### src/rtl/jt49_bus_arb.sv
// Two-requester arbiter and bus sequencer for the PSG BDIR/BC1/DA bus.
// Turns valid/ready register requests into timed address-latch / write / read phases.
module jt49_bus_arb #(
   parameter int unsigned PHASE_LEN  = 2,
   parameter bit          ADDR_CACHE = 1'b1
) (
   input  logic       clk,
   input  logic       rst_n,
   input  logic       req0_valid,
   output logic       req0_ready,
   input  logic       req0_rd,
   input  logic [3:0] req0_addr,
   input  logic [7:0] req0_wdata,
   output logic [7:0] req0_rdata,
   output logic       req0_rvalid,
   input  logic       req1_valid,
   output logic       req1_ready,
   input  logic       req1_rd,
   input  logic [3:0] req1_addr,
   input  logic [7:0] req1_wdata,
   output logic [7:0] req1_rdata,
   output logic       req1_rvalid,
   output logic       bdir,
   output logic       bc1,
   output logic [7:0] bus_dout,
   input  logic [7:0] bus_din,
   output logic       busy
);

   typedef enum logic [2:0] {
      S_IDLE,
      S_ADDR,
      S_GAP1,
      S_DATA,
      S_GAP2
   } state_t;

   localparam logic [3:0] LAST_CNT = 4'(PHASE_LEN - 1);

   state_t     state_q, state_d;
   logic [3:0] cnt_q, cnt_d;
   logic       last_q, last_d;
   logic       rd_q, rd_d;
   logic [3:0] addr_q, addr_d;
   logic [7:0] wdata_q, wdata_d;
   logic       id_q, id_d;
   logic       cache_valid_q, cache_valid_d;
   logic [3:0] cache_addr_q, cache_addr_d;
   logic       bdir_q, bdir_d;
   logic       bc1_q, bc1_d;
   logic [7:0] dout_q, dout_d;
   logic [7:0] rdata0_q, rdata0_d;
   logic [7:0] rdata1_q, rdata1_d;
   logic       rvalid0_q, rvalid0_d;
   logic       rvalid1_q, rvalid1_d;

   logic       idle;
   logic       grant1;
   logic       accept;
   logic [3:0] sel_addr;
   logic       cache_hit;
   logic       phase_done;

   // On a tie the requester that was not served last wins.
   assign idle       = (state_q == S_IDLE);
   assign grant1     = (req0_valid & req1_valid) ? ~last_q : req1_valid;
   assign req0_ready = idle & req0_valid & ~grant1;
   assign req1_ready = idle & req1_valid & grant1;
   assign accept     = req0_ready | req1_ready;
   assign sel_addr   = grant1 ? req1_addr : req0_addr;
   assign cache_hit  = ADDR_CACHE && cache_valid_q && (sel_addr == cache_addr_q);
   assign phase_done = (cnt_q == LAST_CNT);

   always_comb begin
      // NOTE: every next-state value gets a default first, so no branch can infer a latch.
      state_d       = state_q;
      cnt_d         = cnt_q;
      last_d        = last_q;
      rd_d          = rd_q;
      addr_d        = addr_q;
      wdata_d       = wdata_q;
      id_d          = id_q;
      cache_valid_d = cache_valid_q;
      cache_addr_d  = cache_addr_q;
      rdata0_d      = rdata0_q;
      rdata1_d      = rdata1_q;
      rvalid0_d     = 1'b0;
      rvalid1_d     = 1'b0;

      unique case (state_q)
         S_IDLE: begin
            if (accept) begin
               rd_d    = grant1 ? req1_rd : req0_rd;
               addr_d  = sel_addr;
               wdata_d = grant1 ? req1_wdata : req0_wdata;
               id_d    = grant1;
               last_d  = grant1;
               cnt_d   = 4'd0;
               state_d = cache_hit ? S_DATA : S_ADDR;
            end
         end
         S_ADDR: begin
            if (phase_done) begin
               state_d       = S_GAP1;
               cnt_d         = 4'd0;
               cache_valid_d = 1'b1;
               cache_addr_d  = addr_q;
            end else begin
               cnt_d = cnt_q + 4'd1;
            end
         end
         S_GAP1: state_d = S_DATA;
         S_DATA: begin
            if (phase_done) begin
               state_d = S_GAP2;
               cnt_d   = 4'd0;
               // The PSG drives its data on the last read cycle; publish it during GAP2.
               if (rd_q) begin
                  if (id_q) begin
                     rdata1_d  = bus_din;
                     rvalid1_d = 1'b1;
                  end else begin
                     rdata0_d  = bus_din;
                     rvalid0_d = 1'b1;
                  end
               end
            end else begin
               cnt_d = cnt_q + 4'd1;
            end
         end
         S_GAP2:  state_d = S_IDLE;
         default: state_d = S_IDLE;
      endcase

      // Bus pins are decoded from the next state so they leave a register.
      bdir_d = 1'b0;
      bc1_d  = 1'b0;
      dout_d = 8'h00;
      case (state_d)
         S_ADDR: begin
            bdir_d = 1'b1;
            bc1_d  = 1'b1;
            dout_d = {4'h0, addr_d};
         end
         S_GAP1: dout_d = dout_q;
         S_DATA: begin
            if (rd_d) begin
               bc1_d = 1'b1;
            end else begin
               bdir_d = 1'b1;
               dout_d = wdata_d;
            end
         end
         default: ;
      endcase
   end

   // NOTE: sequential state uses non-blocking assignments so every register samples pre-edge values.
   always_ff @(posedge clk or negedge rst_n) begin
      if (!rst_n) begin
         state_q       <= S_IDLE;
         cnt_q         <= 4'd0;
         last_q        <= 1'b1;
         rd_q          <= 1'b0;
         addr_q        <= 4'h0;
         wdata_q       <= 8'h00;
         id_q          <= 1'b0;
         cache_valid_q <= 1'b0;
         cache_addr_q  <= 4'h0;
         bdir_q        <= 1'b0;
         bc1_q         <= 1'b0;
         dout_q        <= 8'h00;
         rdata0_q      <= 8'h00;
         rdata1_q      <= 8'h00;
         rvalid0_q     <= 1'b0;
         rvalid1_q     <= 1'b0;
      end else begin
         state_q       <= state_d;
         cnt_q         <= cnt_d;
         last_q        <= last_d;
         rd_q          <= rd_d;
         addr_q        <= addr_d;
         wdata_q       <= wdata_d;
         id_q          <= id_d;
         cache_valid_q <= cache_valid_d;
         cache_addr_q  <= cache_addr_d;
         bdir_q        <= bdir_d;
         bc1_q         <= bc1_d;
         dout_q        <= dout_d;
         rdata0_q      <= rdata0_d;
         rdata1_q      <= rdata1_d;
         rvalid0_q     <= rvalid0_d;
         rvalid1_q     <= rvalid1_d;
      end
   end

   assign bdir        = bdir_q;
   assign bc1         = bc1_q;
   assign bus_dout    = dout_q;
   assign req0_rdata  = rdata0_q;
   assign req1_rdata  = rdata1_q;
   assign req0_rvalid = rvalid0_q;
   assign req1_rvalid = rvalid1_q;
   assign busy        = ~idle;

endmodule

### config.mk
export PLATFORM = sky130hd
export DESIGN_NAME = jt49_bus_arb
export DESIGN_NICKNAME = d
export VERILOG_FILES = /design/src/rtl/jt49_bus_arb.sv
export SDC_FILE = /design/constraint.sdc
export NUM_CORES = 1
export LEC_CHECK = 0
export ABC_AREA = 1
export CORE_ASPECT_RATIO = 0.9
export CORE_UTILIZATION = 50
export CTS_BUF_LIST = sky130_fd_sc_hd__clkbuf_2 sky130_fd_sc_hd__clkbuf_4 sky130_fd_sc_hd__clkbuf_8
export DETAILED_ROUTE_END_ITERATION = 12
export GPL_ROUTABILITY_DRIVEN = 1
export PLACE_DENSITY = 0.87
export SLEW_MARGIN = 20
export SYNTH_ARGS = -nofsm -noshare
export SYNTH_HDL_FRONTEND = slang
export SYNTH_SLANG_ARGS = --single-unit
### constraint.sdc
create_clock -name clk -period 1.7 [get_ports clk]
set_input_delay 0.425 -clock clk [delete_from_list [all_inputs] [get_ports clk]]
set_output_delay 0.425 -clock clk [all_outputs]
set_load 0.02 [all_outputs]
==> results.sh <==
export IMPL_outcome="complete, but fails checks"
export IMPL_violations="setup timing"
export IMPL_antenna_found_initial=0
export IMPL_cts_hold_fix_buffers=0
export IMPL_drc_errors=0
export IMPL_critical_path_class="reg2reg"
export IMPL_syn_to_final_growth_pct=60.2
export IMPL_final_setup_tns_ns=-4.04
export IMPL_grt_pass1_wl_mm=11.7
export IMPL_ant_nets=0
export IMPL_synth_nets=347
export IMPL_die_w_um=78.7
export IMPL_arrival_ns=2.23
export IMPL_period_share=1.15
export IMPL_grt_use_total=0.274
export IMPL_powerDensity_nw_per_um2=2020
export IMPL_r2r_start="last_q$_DFFE_PN1P_"
export IMPL_ctsLongestPathBuffers=2
export IMPL_antenna_cells=0
export IMPL_routed_wl_mm=10.8
export IMPL_yosys_register_bits=55
export IMPL_yosys_top_cells_area="dfrtp_1 51%, nand2_1 7.5%, nand3_1 6.1%"
export IMPL_cts_buffers=5
export IMPL_grt_pass1_vias=2460
export IMPL_startpoint_type="flop"
export IMPL_fin_skew_ns=0.00685
export IMPL_critPathLaunch="last_q$_DFFE_PN1P_"
export IMPL_drt_iter0_markers=421
export IMPL_synth_cell_type_count=30
export IMPL_viasPerCell=6.01
export IMPL_cts_max_level=2
export IMPL_slew_headroom=0.655
export IMPL_setup_violations=38
export IMPL_synthFlopType="dfrtp_1"
export IMPL_drive_above_1_share=0.366
export IMPL_syn_area_um2=2650
export IMPL_io_pin_count=69
export IMPL_cp_data_required_time_ns=1.98
export IMPL_synth_warning_count=0
export IMPL_first_pass_iters=5
export IMPL_yosys_top_cells_count="54 x dfrtp_1, 53 x nand2_1, 39 x inv_1"
export IMPL_holdWs_ns=0.0514
export IMPL_overflow=0
export IMPL_drv_slew=0
export IMPL_vias=2999
export IMPL_cts_num_sinks=55
export IMPL_rows=24
export IMPL_cts_tree="built"
export IMPL_start_util=0.534
export IMPL_p_clk_frac=0.110
export IMPL_seq_area_frac_synth=0.521
export IMPL_max_freq_ghz=0.512
export IMPL_grt_setup_unrepaired="yes"
export IMPL_yosysMostFrequentCell="dfrtp_1"
export IMPL_root_buffer="clkbuf_8"
export IMPL_drv_cap=0
export IMPL_hold_viol=0
export IMPL_rrSetupSlack_ns=-0.25
export IMPL_portBuffers=68
export IMPL_synthArstFlopShare=1.00
export IMPL_synth_top_area_cell="dfrtp_1"
export IMPL_internal_power_mw=4.57
export IMPL_nets=473
export IMPL_core_area_um2=4950
export IMPL_p_seq_frac=0.271
export IMPL_combinationalPowerShare=0.619
export IMPL_gp_congestion=0.810
export IMPL_synth_edff_count=0
export IMPL_hold_class="in2async"
export IMPL_postSynthAreaPerCell_um2=8.62
export IMPL_min_period_ns=1.95
export IMPL_netlist_area_leader_share=0.511
export IMPL_ir_drop_mv=1.23
export IMPL_grt_start_max_net_pins=22
export IMPL_critPathCaptureType="flop"
export IMPL_fin_ws_ns=-0.255
export IMPL_worstPathMaxFanout=7
export IMPL_syn_inst=307
export IMPL_clk_latency_ns=0.33
export IMPL_clkTransAtPathRegs_ns=0.11
export IMPL_wire_per_inst_um=21.6
export IMPL_die_area_um2=5590
export IMPL_switchingPower_mw=3.98
export IMPL_dp_hpwl_mm=4.97
export IMPL_nFillCells=245
export IMPL_worst_slew_pin_transition_ns=0.517
export IMPL_switching_share=0.465
export IMPL_total_leakage_power_nw=2.09
export IMPL_dieHeight_um=71.0
## cell usage in the layout (no fill, tap or decap), drive strengths merged, types with 3 or more instances in the layout
cell,netlist,final
dfrtp,54,54
dlygate4sd2,0,27
clkdlybuf4s50,0,34
o22ai,4,4
nand4,4,4
buf,12,65
inv,43,44
dlymetal6s2s,0,3
nor3,6,6
nand2,61,62
o21ai,37,37
nor2,30,30
a21oi,13,13
clkbuf,0,5
nand3,35,35
## cell type report
type | instances | area, um2 | area share
Clock buffer | 5 | 68.8 | 0.0162
Clock inverter | 3 | 46.3 | 0.0109
Inverter | 43 | 164 | 0.0387
Multi-Input combinational cell | 198 | 1270 | 0.300
Sequential cell | 55 | 1380 | 0.325
Tap cell | 65 | 81.3 | 0.0192
Timing Repair Buffer | 129 | 1220 | 0.289
Timing Repair inverter | 1 | 7.51 | 0.00177
## metrics by stage
stage | util | setup slack [ns] | cells | power [mW] | instance area, um2
floorplan | - | 0.0528 | 307 | 4.31 | 2650
global placement | 0.729 | -0.560 | 463 | 5.78 | 3610
detailed placement | 0.729 | -0.602 | 463 | 5.96 | 3610
CTS | 0.767 | -0.0703 | 478 | 6.84 | 3800
global route | 0.856 | -0.356 | 499 | 8.85 | 4240
finish | 0.856 | -0.255 | 499 | 8.55 | 4240
## worst max-delay path, cell delays in order (launching register included)
cell and delay (ns):
dfstp_2 0.57, nand2_4 0.07, nand2_4 0.10, buf_8 0.14
buf_6 0.14, nand2_4 0.06, nand3b_1 0.11, nand2_2 0.08
nor2_4 0.12, nand3_4 0.16, nand2_4 0.15, nand3_2 0.10
nand3_2 0.08
## logic make-up (layout without fill, tap and decap cells)
group                    count (synthesis)  in the layout  share of synthesized area
AND/OR/NAND/NOR                        139            140                      0.259
flip-flops                              55             55                      0.521
buffers and inverters                   55            181                     0.0960
AO/OA/AOI/OAI                           54             54                      0.108
adder cells (fa/ha/maj)                  2              2                    0.00945
XOR/XNOR                                 2              2                    0.00662
## layer usage
layer,GRT usage,part of all wire,vias to the layer above,wire (um)
met5,0,0,-,0
met2,0.494,0.49,258,5260
met1,0.336,0.36,1424,3880
met3,0.0490,0.089,77,964
li1,-,-,1240,-
met4,0.0802,0.062,0,672
## power groups by stage
stage	registers (mW)	clock network, mW	logic [mW]
6_report	2.32	0.939	5.29
3_3_place_gp	2.21	0	3.58
5_1_grt	2.35	0.966	5.54
3_5_place_dp	2.23	0	3.73
2_1_floorplan	2.53	0	1.78
4_1_cts	2.21	0.899	3.73
## flip-flops by register name, indices dropped and copies added, names as in the netlist, 3 cells and up
name and count:
bus_dout 8, req0_rdata 8, req1_rdata 8, wdata_q 8
addr_q 4, cache_addr_q 4, cnt_q 4, state_q 3
## repair_timing
item / in CTS / in global routing
resized for setup: 63 / 102
endpoints found under the hold margin: 0 / 0
buffers inserted: 6 / 18
endpoints found under the setup margin: 51 / 44
pin swaps: 7 / 16
cloned: 1 / 3
## path summary, 6_finish.rpt
kind	end	cells after the start
max in group asynchronous	wdata_q[2]$_DFF_PN0_	2
max	bus_dout[2]$_DFFE_PN0P_	12
min in group clk	req0_rdata[6]$_DFFE_PN0P_	2
max reg2reg	bus_dout[2]$_DFFE_PN0P_	12
min	bus_dout[2]$_DFFE_PN0P_	1
min reg2reg	req0_rdata[6]$_DFFE_PN0P_	2
Power figures use the tool's default switching activity.
